## config.mk

```make
export PLATFORM = sky130hd
export DESIGN_NAME = series_sched
export DESIGN_NICKNAME = d
export VERILOG_FILES = /design/src/rtl/series_pkg.sv /design/src/rtl/rr_arb4.sv /design/src/rtl/series_sched.sv
export SDC_FILE = /design/constraint.sdc
export NUM_CORES = 1
export LEC_CHECK = 0
export ABC_AREA = 1
export CORE_MARGIN = 2
export CORE_UTILIZATION = 35
export CTS_BUF_LIST = sky130_fd_sc_hd__clkbuf_8
export CTS_CLUSTER_DIAMETER = 200
export DETAILED_ROUTE_END_ITERATION = 10
export PLACE_DENSITY = 0.59
export RECOVER_POWER = 25
export SLEW_MARGIN = 10
export SYNTH_ARGS = -nofsm -noshare
export SYNTH_HDL_FRONTEND = slang
export SYNTH_SLANG_ARGS = --single-unit
```

## constraint.sdc

```tcl
create_clock -name clk -period 1.89 [get_ports clk]
set_input_delay 0.189 -clock clk [delete_from_list [all_inputs] [get_ports clk]]
set_output_delay 0.189 -clock clk [all_outputs]
set_load 0.02 [all_outputs]
```

## src/rtl/series_pkg.sv

```systemverilog
// Shared constants, FSM encoding and series term sign/parity helpers for series_sched.
package series_pkg;

    localparam logic [1:0] FN_SIN = 2'd0;
    localparam logic [1:0] FN_COS = 2'd1;
    localparam logic [1:0] FN_LN  = 2'd2;
    localparam logic [1:0] FN_EXP = 2'd3;

    localparam int WDOG_LIMIT_DEF = 63;

    typedef enum logic [2:0] {
        ST_IDLE   = 3'd0,
        ST_ARB    = 3'd1,
        ST_LAUNCH = 3'd2,
        ST_WAIT   = 3'd3,
        ST_ACK    = 3'd4
    } state_t;

    // sin keeps odd powers, cos even powers; ln and exp use every term
    function automatic logic term_add(input logic [1:0] fn, input logic [3:0] k);
        case (fn)
            FN_SIN:  return k[0];
            FN_COS:  return ~k[0];
            default: return 1'b1;
        endcase
    endfunction

    function automatic logic term_sub(input logic [1:0] fn, input logic [3:0] k);
        case (fn)
            FN_SIN:  return (k[1:0] == 2'd3);
            FN_COS:  return (k[1:0] == 2'd2);
            FN_LN:   return ~k[0];
            default: return 1'b0;
        endcase
    endfunction

endpackage

```

## src/rtl/rr_arb4.sv

```systemverilog
// Four-way round-robin pick: search starts one past the previous winner.
module rr_arb4
    import series_pkg::*;
(
    input  logic [3:0] req,
    input  logic [1:0] last_gnt,
    output logic [3:0] gnt,
    output logic [1:0] idx
);

    logic [1:0] cand_s;

    // Walk from lowest to highest priority so the nearest requester wins
    always_comb begin
        gnt    = 4'b0000;
        idx    = 2'd0;
        cand_s = 2'd0;
        for (int i = 4; i >= 1; i--) begin
            cand_s = last_gnt + 2'(i);
            gnt    = req[cand_s] ? (4'b0001 << cand_s) : gnt;
            idx    = req[cand_s] ? cand_s : idx;
        end
    end

endmodule

```

## src/rtl/series_sched.sv

```systemverilog
// Series evaluation scheduler: arbitrates sin/cos/ln/exp requesters and sequences the term engine.
// Optional watchdog abort enabled by defining SERIES_SCHED_WDOG_EN.
module series_sched
    import series_pkg::*;
#(
    parameter int WDOG_LIMIT = WDOG_LIMIT_DEF
) (
    input  logic       clk,
    input  logic       rst,
    input  logic [3:0] req,
    input  logic       eng_done,
    input  logic       eng_co,
    output logic       eng_start,
    output logic [3:0] gnt,
    output logic       acc_init,
    output logic       acc_init_one,
    output logic       acc_en,
    output logic       acc_sub,
    output logic [3:0] term_idx,
    output logic       busy,
    output logic [3:0] ack,
    output logic       err
);

    state_t     state_r, state_s;
    logic [3:0] req_r;
    logic [3:0] gnt_r;
    logic [1:0] gidx_r;
    logic [1:0] last_gnt_r;
    logic [3:0] term_idx_r;
    logic [3:0] arb_gnt_s;
    logic [1:0] arb_idx_s;
    logic       timeout_s;
    logic       err_src_s;

    rr_arb4 u_arb (
        .req      (req_r),
        .last_gnt (last_gnt_r),
        .gnt      (arb_gnt_s),
        .idx      (arb_idx_s)
    );

`ifdef SERIES_SCHED_WDOG_EN
    localparam int WDW = $clog2(WDOG_LIMIT + 1);
    logic [WDW-1:0] wdog_r;
    logic           err_r;

    // Watchdog: restarts on launch and on every term, otherwise counts WAIT cycles
    always_ff @(posedge clk) begin
        if (rst) begin
            wdog_r <= '0;
            err_r  <= 1'b0;
        end else begin
            if ((state_r == ST_LAUNCH) || ((state_r == ST_WAIT) && eng_done)) begin
                wdog_r <= '0;
            end else if (state_r == ST_WAIT) begin
                wdog_r <= wdog_r + WDW'(1);
            end else begin
                wdog_r <= wdog_r;
            end
            err_r <= timeout_s;
        end
    end

    assign timeout_s = (state_r == ST_WAIT) && !eng_done && (wdog_r == WDW'(WDOG_LIMIT - 1));
    assign err_src_s = err_r;
`else
    assign timeout_s = 1'b0;
    assign err_src_s = 1'b0;
`endif

    // State register
    always_ff @(posedge clk) begin
        if (rst) begin
            state_r <= ST_IDLE;
        end else begin
            state_r <= state_s;
        end
    end

    // Next-state decode
    always_comb begin
        state_s = state_r;
        case (state_r)
            ST_IDLE: begin
                if (|req) state_s = ST_ARB;
                else      state_s = ST_IDLE;
            end
            ST_ARB:    state_s = ST_LAUNCH;
            ST_LAUNCH: state_s = ST_WAIT;
            ST_WAIT: begin
                if (eng_done && eng_co) state_s = ST_ACK;
                else if (timeout_s)     state_s = ST_ACK;
                else                    state_s = ST_WAIT;
            end
            ST_ACK:  state_s = ST_IDLE;
            default: state_s = ST_IDLE;
        endcase
    end

    // Transaction registers: request snapshot, grant, term index, fairness pointer
    always_ff @(posedge clk) begin
        if (rst) begin
            req_r      <= 4'b0000;
            gnt_r      <= 4'b0000;
            gidx_r     <= 2'd0;
            last_gnt_r <= 2'd3;
            term_idx_r <= 4'd0;
        end else begin
            case (state_r)
                ST_IDLE: req_r <= req;
                ST_ARB: begin
                    gnt_r      <= arb_gnt_s;
                    gidx_r     <= arb_idx_s;
                    term_idx_r <= 4'd1;
                end
                ST_WAIT: begin
                    if (eng_done) term_idx_r <= term_idx_r + 4'd1;
                    else          term_idx_r <= term_idx_r;
                end
                ST_ACK: begin
                    last_gnt_r <= gidx_r;
                    gnt_r      <= 4'b0000;
                end
                default: req_r <= req_r;
            endcase
        end
    end

    assign gnt      = gnt_r;
    assign term_idx = term_idx_r;

    // Output decode; accumulator controls follow eng_done combinationally in WAIT
    always_comb begin
        eng_start    = 1'b0;
        acc_init     = 1'b0;
        acc_init_one = 1'b0;
        acc_en       = 1'b0;
        acc_sub      = 1'b0;
        busy         = 1'b0;
        ack          = 4'b0000;
        err          = 1'b0;
        case (state_r)
            ST_IDLE: busy = 1'b0;
            ST_ARB: begin
                busy         = 1'b1;
                acc_init     = 1'b1;
                acc_init_one = (arb_idx_s == FN_COS) || (arb_idx_s == FN_EXP);
            end
            ST_LAUNCH: begin
                busy      = 1'b1;
                eng_start = 1'b1;
            end
            ST_WAIT: begin
                busy = 1'b1;
                if (eng_done) begin
                    acc_en  = term_add(gidx_r, term_idx_r);
                    acc_sub = term_sub(gidx_r, term_idx_r);
                end else begin
                    acc_en  = 1'b0;
                    acc_sub = 1'b0;
                end
            end
            ST_ACK: begin
                busy = 1'b1;
                ack  = gnt_r;
                err  = err_src_s;
            end
            default: busy = 1'b0;
        endcase
    end

endmodule

```

==> results of run 1 <==
==> per-stage QoR <==
stage                     setup TNS, ps  utilization  instance area (um^2)  cells
after floorplan                       0            -                  1280    195
after global placement             -571        0.483                  1740    287
after detailed placement           -572        0.483                  1740    287
after CTS                         -45.7        0.496                  1790    291
after global routing              -88.5        0.502                  1810    291
final                                 0        0.502                  1810    291
==> synth_stat cells, types with 3 or more instances <==
library cell and number:
nand2_1 46, inv_1 29, dfxtp_1 19, a21oi_1 17, nor2_1 17, nand3_1 11, ha_1 7, o21ai_0 7
nand2_2 5, nand3_2 5, inv_2 4, o21ai_1 4, nor2_2 3
==> logic make-up (layout without fill, tap and decap cells) <==
| family | count (synthesis) | after routing | synth area share |
|---|---|---|---|
| AND/OR/NAND/NOR | 96 | 96 | 0.366 |
| other | 1 | 1 | 0.00292 |
| adder cells (fa/ha/maj) | 7 | 7 | 0.0682 |
| flip-flops | 19 | 19 | 0.296 |
| AO/OA/AOI/OAI | 35 | 35 | 0.153 |
| buffers and inverters | 37 | 85 | 0.114 |
==> timing repair <==
| action | in CTS | in global routing |
|---|---|---|
| setup endpoints to repair | 9 | 4 |
| gates resized for setup | 16 | 14 |
| pin swaps | 0 | 5 |
==> state kept, by name, summed over array words and instances, names as in the netlist <==
name and flops:
term_idx 4, gnt 4, last_gnt_r 2, state_r 3, req_r 4, gidx_r 2
==> worst max-delay path by stage <==
| stage | slack, ps | cells after the start | endpoint |
|---|---|---|---|
| floorplan | 20 | 11 | acc_init_one |
| global placement | -260 | 12 | acc_init_one |
| detailed placement | -310 | 12 | acc_init_one |
| CTS | -50 | 12 | acc_init_one |
| global route | -30 | 12 | acc_init_one |
| finish | 70 | 12 | acc_init_one |
==> worst max-delay path: cells and delay by family, from the launching register on <==
family	cells	cell delay [ps]
simple gates	5	330
compound gates	1	100
fa+ha+maj	1	290
buf+inv	5	310
flops	1	340
==> per-layer routing <==
layer	routed length [um]	vias up
met5	0	-
met2	1460	23
met1	1510	594
met4	33	0
li1	-	717
met3	90	5
==> final cells by class <==
| type | instances | area (um^2) | share of cell area |
|---|---|---|---|
| Tap cell | 48 | 60.1 | 0.0331 |
| Inverter | 35 | 138 | 0.0760 |
| Timing Repair Buffer | 46 | 397 | 0.219 |
| Clock buffer | 3 | 41.3 | 0.0228 |
| Clock inverter | 1 | 5.00 | 0.00276 |
| Multi-Input combinational cell | 139 | 787 | 0.434 |
| Sequential cell | 19 | 384 | 0.212 |
==> power by group through the flow <==
stage | Clock (mW) | Combinational, mW | Sequential (mW)
2_1_floorplan | 0 | 0.289 | 0.493
3_3_place_gp | 0 | 0.516 | 0.479
3_5_place_dp | 0 | 0.516 | 0.479
4_1_cts | 0.305 | 0.510 | 0.470
5_1_grt | 0.329 | 0.578 | 0.478
6_report | 0.299 | 0.520 | 0.471
==> impl_results.md, run 1 <==
* Synth warn at 0
* Top cells by area, synth: dfxtp_1 30%, nand2_1 13%, inv_1 8.5%
* Post-synthesis instance total at 195
* Sequential share of power at 0.365
* Io pins at 27
* Port-buffer cells at 25
* Mapped Area at between 1000 and 1500 um^2
* Hold EP: req_r[0]
* Commonest non-fill, non-tap cells in the layout: 45 x nand2_1, 28 x inv_1, 18 x nor2_1, 18 x buf_4, 17 x a21oi_1
* Initial antenna violation count at 0
* Yosys reg bits at 19
* Hold wc startpoint: req_r[0]
* Post-CTS setup buffer count at 0
* Power Dens Cells at 712 nW/um^2
* Top FF cell, synth: dfxtp_1
* Core Rows at 22
* Number of remaining DRC errors at 0
* Clock share of power at 0.232
* Post-synth cell types at 29
* Most used routing layer: met2
* Power Internal at 0.817 mW
* Via count at 1339
* Critical path's slowest cell: dfxtp_2
* GRT met3 Usage at 0.0260
* Ys async rst share at 0
* Max-slew violation count at 0
* Commonest non-fill, non-tap cell in the layout: nand2_1
* Detailed Route Iter0 Violations at 61
* CTS H-tree depth at 1
* Largest stage delay, worst path at 340 ps
* Max Root-Sink Buffers at 2
* Crit-path cells: inv_2 > ha_4 > inv_4 > nand3_4 > nand2_4 > nand2_2 > inv_2 > o21ai_2 > nand2_1 > nand2_1 > inv_1 > buf_6
* Total CTS buffers at 3
* Final Cycle Share at 0.962
* Full die area at 4170 um^2
* Area leader, netlist: dfxtp_1
* Clk sink count at 19
* Fin nets at 259
* Switch Pwr at 0.472 mW
* Share of the synthesized area in the top cell type at 0.296
* Logic pwr share at 0.403
* Status: finished, final reports clean
* First-pass GRT wire length at roughly 5200 um
* Unrepaired setup endpoints after global routing: true
* Grt total ovfl at 0
* Pre-CTS WS at -307 ps
* Max Clock Freq at 550 MHz
* Met2 Use GR at 0.277
* Clock latency on the worst-skew pair at around 260 ps
* All-Layer GR Usage at 0.158
* R2r startpoint: state_r[2]
* Setup ws final at roughly 70 ps
* Core ar. at 3610 um^2
* RR Endpoint: term_idx[3]
* Antenna Cells at 0
* Clock slew at reported path FFs at 80 ps
* Worst R2R Path Depth at 8
* Met1 Track Usage GR at 0.201
* Starting Density at 0.356
* CTS tree: built
* Setup violators final at 0
* Wire per inst at 10.6 um
* Seq/Total Area, Yosys at 0.296
* DP Wirelength at 2380 um
* Hold bufs inserted after CTS at 0
* Filler cell count at 405
* Syn_nets at 210
* MaxCap Viol Count at 0
* Syn-to-layout area delta at 41.0%
* Routability cong. at 0.800
* Synth Area per Inst at around 6.6 um^2
* Via density at 4.60
* Maximum vdd drop at 0.319 mV
* Leakage at between 0.8 and 0.9 nW
* Pin count of the biggest net entering global routing at 12
* Critical path class: reg2out
* Hold Fails Final Rpt at 0
* Crit. End Element: primary output
* Post-DRT Antenna Nets at 0
* Sw frac at 0.366
* Clk root buf: clkbuf_8
* Hold Slack at 474 ps
* Worst EP arrival at approximately 1600 ps
* First drt pass iteration count at 4
* Layout Skew at between 2 and 2.5 ps
* Minimum clock period at ~1800 ps
* Post-synth EDFFs at 0
* Tightest Hold Check Type: reg2reg
* Die X at 64.6 um
* Routed wire length at 3100 um
* Fraction of layout instances using a drive strength above 1 at 0.235
* R2R setup slack at 410 ps
* Min-Delay Path Depth at 2
* CP Launch Point: last_gnt_r[0]
* Final Power at 1.29 mW
* Number of global-route vias before repair at approximately 1200
* Worst Path Required at 1700 ps
* CP max FO at 4
* Die Ht at 64.6 um
* CP startpoint kind: flip-flop
No activity file was read; power rests on OpenSTA's default activity.
==> run 2, diff against run 1 <==
Settings changed: ABC_CLOCK_PERIOD_IN_PS set to 1890, GPL_TIMING_DRIVEN set to 0.
==> impl_results.md, run 2 (synthesis gave the netlist of run 1 again) <==
* Number of remaining DRC errors at 0 (unchanged)
* Maximum vdd drop at 0.357 mV (+12%)
* Crit. End Element: primary output
* Leakage at 0.892 nW (+4.6%)
* Die X at 64.6 um (unchanged)
* R2R setup slack at 320 ps (-90 ps)
* Hold bufs inserted after CTS at 0 (unchanged)
* Fin nets at 253 (-2.3%)
* Max Root-Sink Buffers at 2 (unchanged)
* Commonest non-fill, non-tap cell in the layout: nand2_1
* Initial antenna violation count at 0 (unchanged)
* Final Power at 1.26 mW (-1.9%)
* Tightest Hold Check Type: reg2reg
* Post-DRT Antenna Nets at 0 (unchanged)
* Setup violators final at 1 (+1)
* Antenna Cells at 0 (unchanged)
* Filler cell count at 379 (-6.4%)
* Dpl cells at 268 (-6.6%)
* Core Rows at 22 (unchanged)
* Via count at 1320 (-1.4%)
* Worst R2R Path Depth at 11 (+3)
* Clock slew at reported path FFs at 80 ps (about the same)
* CP startpoint kind: flip-flop
* Routed wire length at 3070 um (-0.97%)
* Worst EP arrival at 1740 ps (+110 ps)
* Starting Density at 0.356 (unchanged)
* Failing checks: negative setup slack
* Max-slew violation count at 0 (unchanged)
* Metal2 WL at 1460 um (about the same)
* Grt total ovfl at 0 (unchanged)
* Clock latency on the worst-skew pair at 260 ps (about the same)
* CP max FO at 6 (+2)
* First-pass GRT wire length at 5260 um (+1.1%)
* Layout Skew at 1.43 ps (-0.693 ps)
* DP Wirelength at 2190 um (-8.0%)
* Power Dens Cells at 697 nW/um^2 (-2.1%)
* Layout Cells excl Fill at 285 (-2.1%)
* Total CTS buffers at 3 (unchanged)
* Top Metal Used: met4
* Register area at 389 um^2 (+1.3%)
* R2r startpoint: last_gnt_r[0]
* Pin count of the biggest net entering global routing at 12 (unchanged)
* Critical Path End: acc_init_one
* RR Endpoint: gnt[2]
* CTS tree: built
* Worst Path Required at 1700 ps (about the same)
* Clk root buf: clkbuf_8
* All-Layer GR Usage at 0.159 (+0.00121)
* Port-buffer cells at 25 (unchanged)
* Via density at 4.63 (+0.66%)
* Commonest non-fill, non-tap cells in the layout: 46 x nand2_1, 27 x inv_1, 17 x a21oi_1, 16 x nor2_1, 16 x dfxtp_1
* Routed wl met3 at 146 um (+62%)
* MaxCap Viol Count at 0 (unchanged)
* Syn-to-layout area delta at 41.3%
* Final Cycle Share at 1.02 (+0.0574)
* CTS H-tree depth at 1 (unchanged)
* Critical path class: reg2out
* Clk sink count at 19 (unchanged)
* Io pins at 27 (unchanged)
* Slew Limit Headroom at 0.652
* Number of global-route vias before repair at 1228 (+3.0%)
* Core ar. at 3610 um^2 (unchanged)
* Minimum clock period at 1930 ps (+108 ps)
* Hold Fails Final Rpt at 0 (unchanged)
* Max Clock Freq at 519 MHz (-5.6%)
* Hold Slack at 470 ps (-3.85 ps)
* Status: complete, but fails checks
* Routability cong. at 0.830 (+3.7%)
* Met1 wire length at 1420 um (-6.3%)
* Die Ht at 64.6 um (unchanged)
* Detailed Route Iter0 Violations at 35 (-43%)
* Wire per inst at 10.8 um (+1.1%)
* Multi-input logic area at 800 um^2 (+1.6%)
* Fraction of layout instances using a drive strength above 1 at 0.224 (-0.0109)
* CP Launch Point: last_gnt_r[0]
* Unrepaired setup endpoints after global routing: true
* Setup tns final at -36.4 ps (-36.4 ps)
* First drt pass iteration count at 4 (unchanged)
* Full die area at 4170 um^2 (unchanged)
* Worst slew pin tran at 522 ps
* Setup ws final at -36.4 ps (-108 ps)
[run 2: repair_timing]
action	CTS	global route
buffers inserted	3	10
endpoints found under the setup margin	10	6
hold endpoints to repair	0	0
gates resized for setup	21	18
pin swaps	2	11
[run 2: where the power goes]
| part | switching (mW) | total [mW] | internal (mW) |
|---|---|---|---|
| clock | 0.151 | 0.298 | 0.147 |
| combinational | 0.288 | 0.494 | 0.206 |
| sequential | 0.0350 | 0.473 | 0.438 |
[run 2: area by class of cell]
| class | count | share of cell area |
|---|---|---|
| multi-input cells | 139 | 0.440 |
| repair buffers | 38 | 0.198 |
| flip-flops and latches | 19 | 0.214 |
| clock buffers | 3 | 0.0227 |
| inverters | 35 | 0.0827 |
| plain buffers | 2 | 0.00620 |
| well taps | 48 | 0.0331 |
| clock inverters | 1 | 0.00276 |
[run 2: metrics by stage]
stage | setup slack (ps) | util | instance area, um^2
final | -36.4 | 0.503 | 1820
after global routing | -146 | 0.503 | 1820
after CTS | -114 | 0.468 | 1690
after detailed placement | -788 | 0.442 | 1600
after global placement | -783 | 0.442 | 1600
after floorplan | 16.8 | - | 1280
[run 2: worst min-delay path by stage]
stage | start | slack (ps) | end | cells after the start
detailed placement | req_r[0] | 460 | req_r[0] | 2
global placement | gnt[2] | 470 | gnt[2] | 2
floorplan | eng_done | 360 | state_r[2] | 2
global route | gnt[2] | 510 | gnt[2] | 2
CTS | req_r[0] | 480 | req_r[0] | 2
finish | req_r[0] | 470 | req_r[0] | 2
[run 2: critical path, cell delays in order, from the launching register on]
cell and delay [ps]:
dfxtp_4 390, inv_8 50, ha_4 290, inv_4 40, nand3_4 60, nand2_4 70, nor2_4 160, nor2_2 50
nor2_2 120, nand2_1 70, inv_1 70, buf_6 110
[run 2: routing by layer]
metal / up-vias / GRT usage
met2: 35 / 0.273
li1: 703 / -
met5: - / 0
met3: 5 / 0.0313
met1: 577 / 0.201
met4: 0 / 0.0479
==> run 3, diff against run 2 <==
Settings changed: ABC_CLOCK_PERIOD_IN_PS 1890 to unset, CAP_MARGIN set to 40.
==> results of run 3 <==
The final DEF is identical to that of run 2; final timing and power are the same.
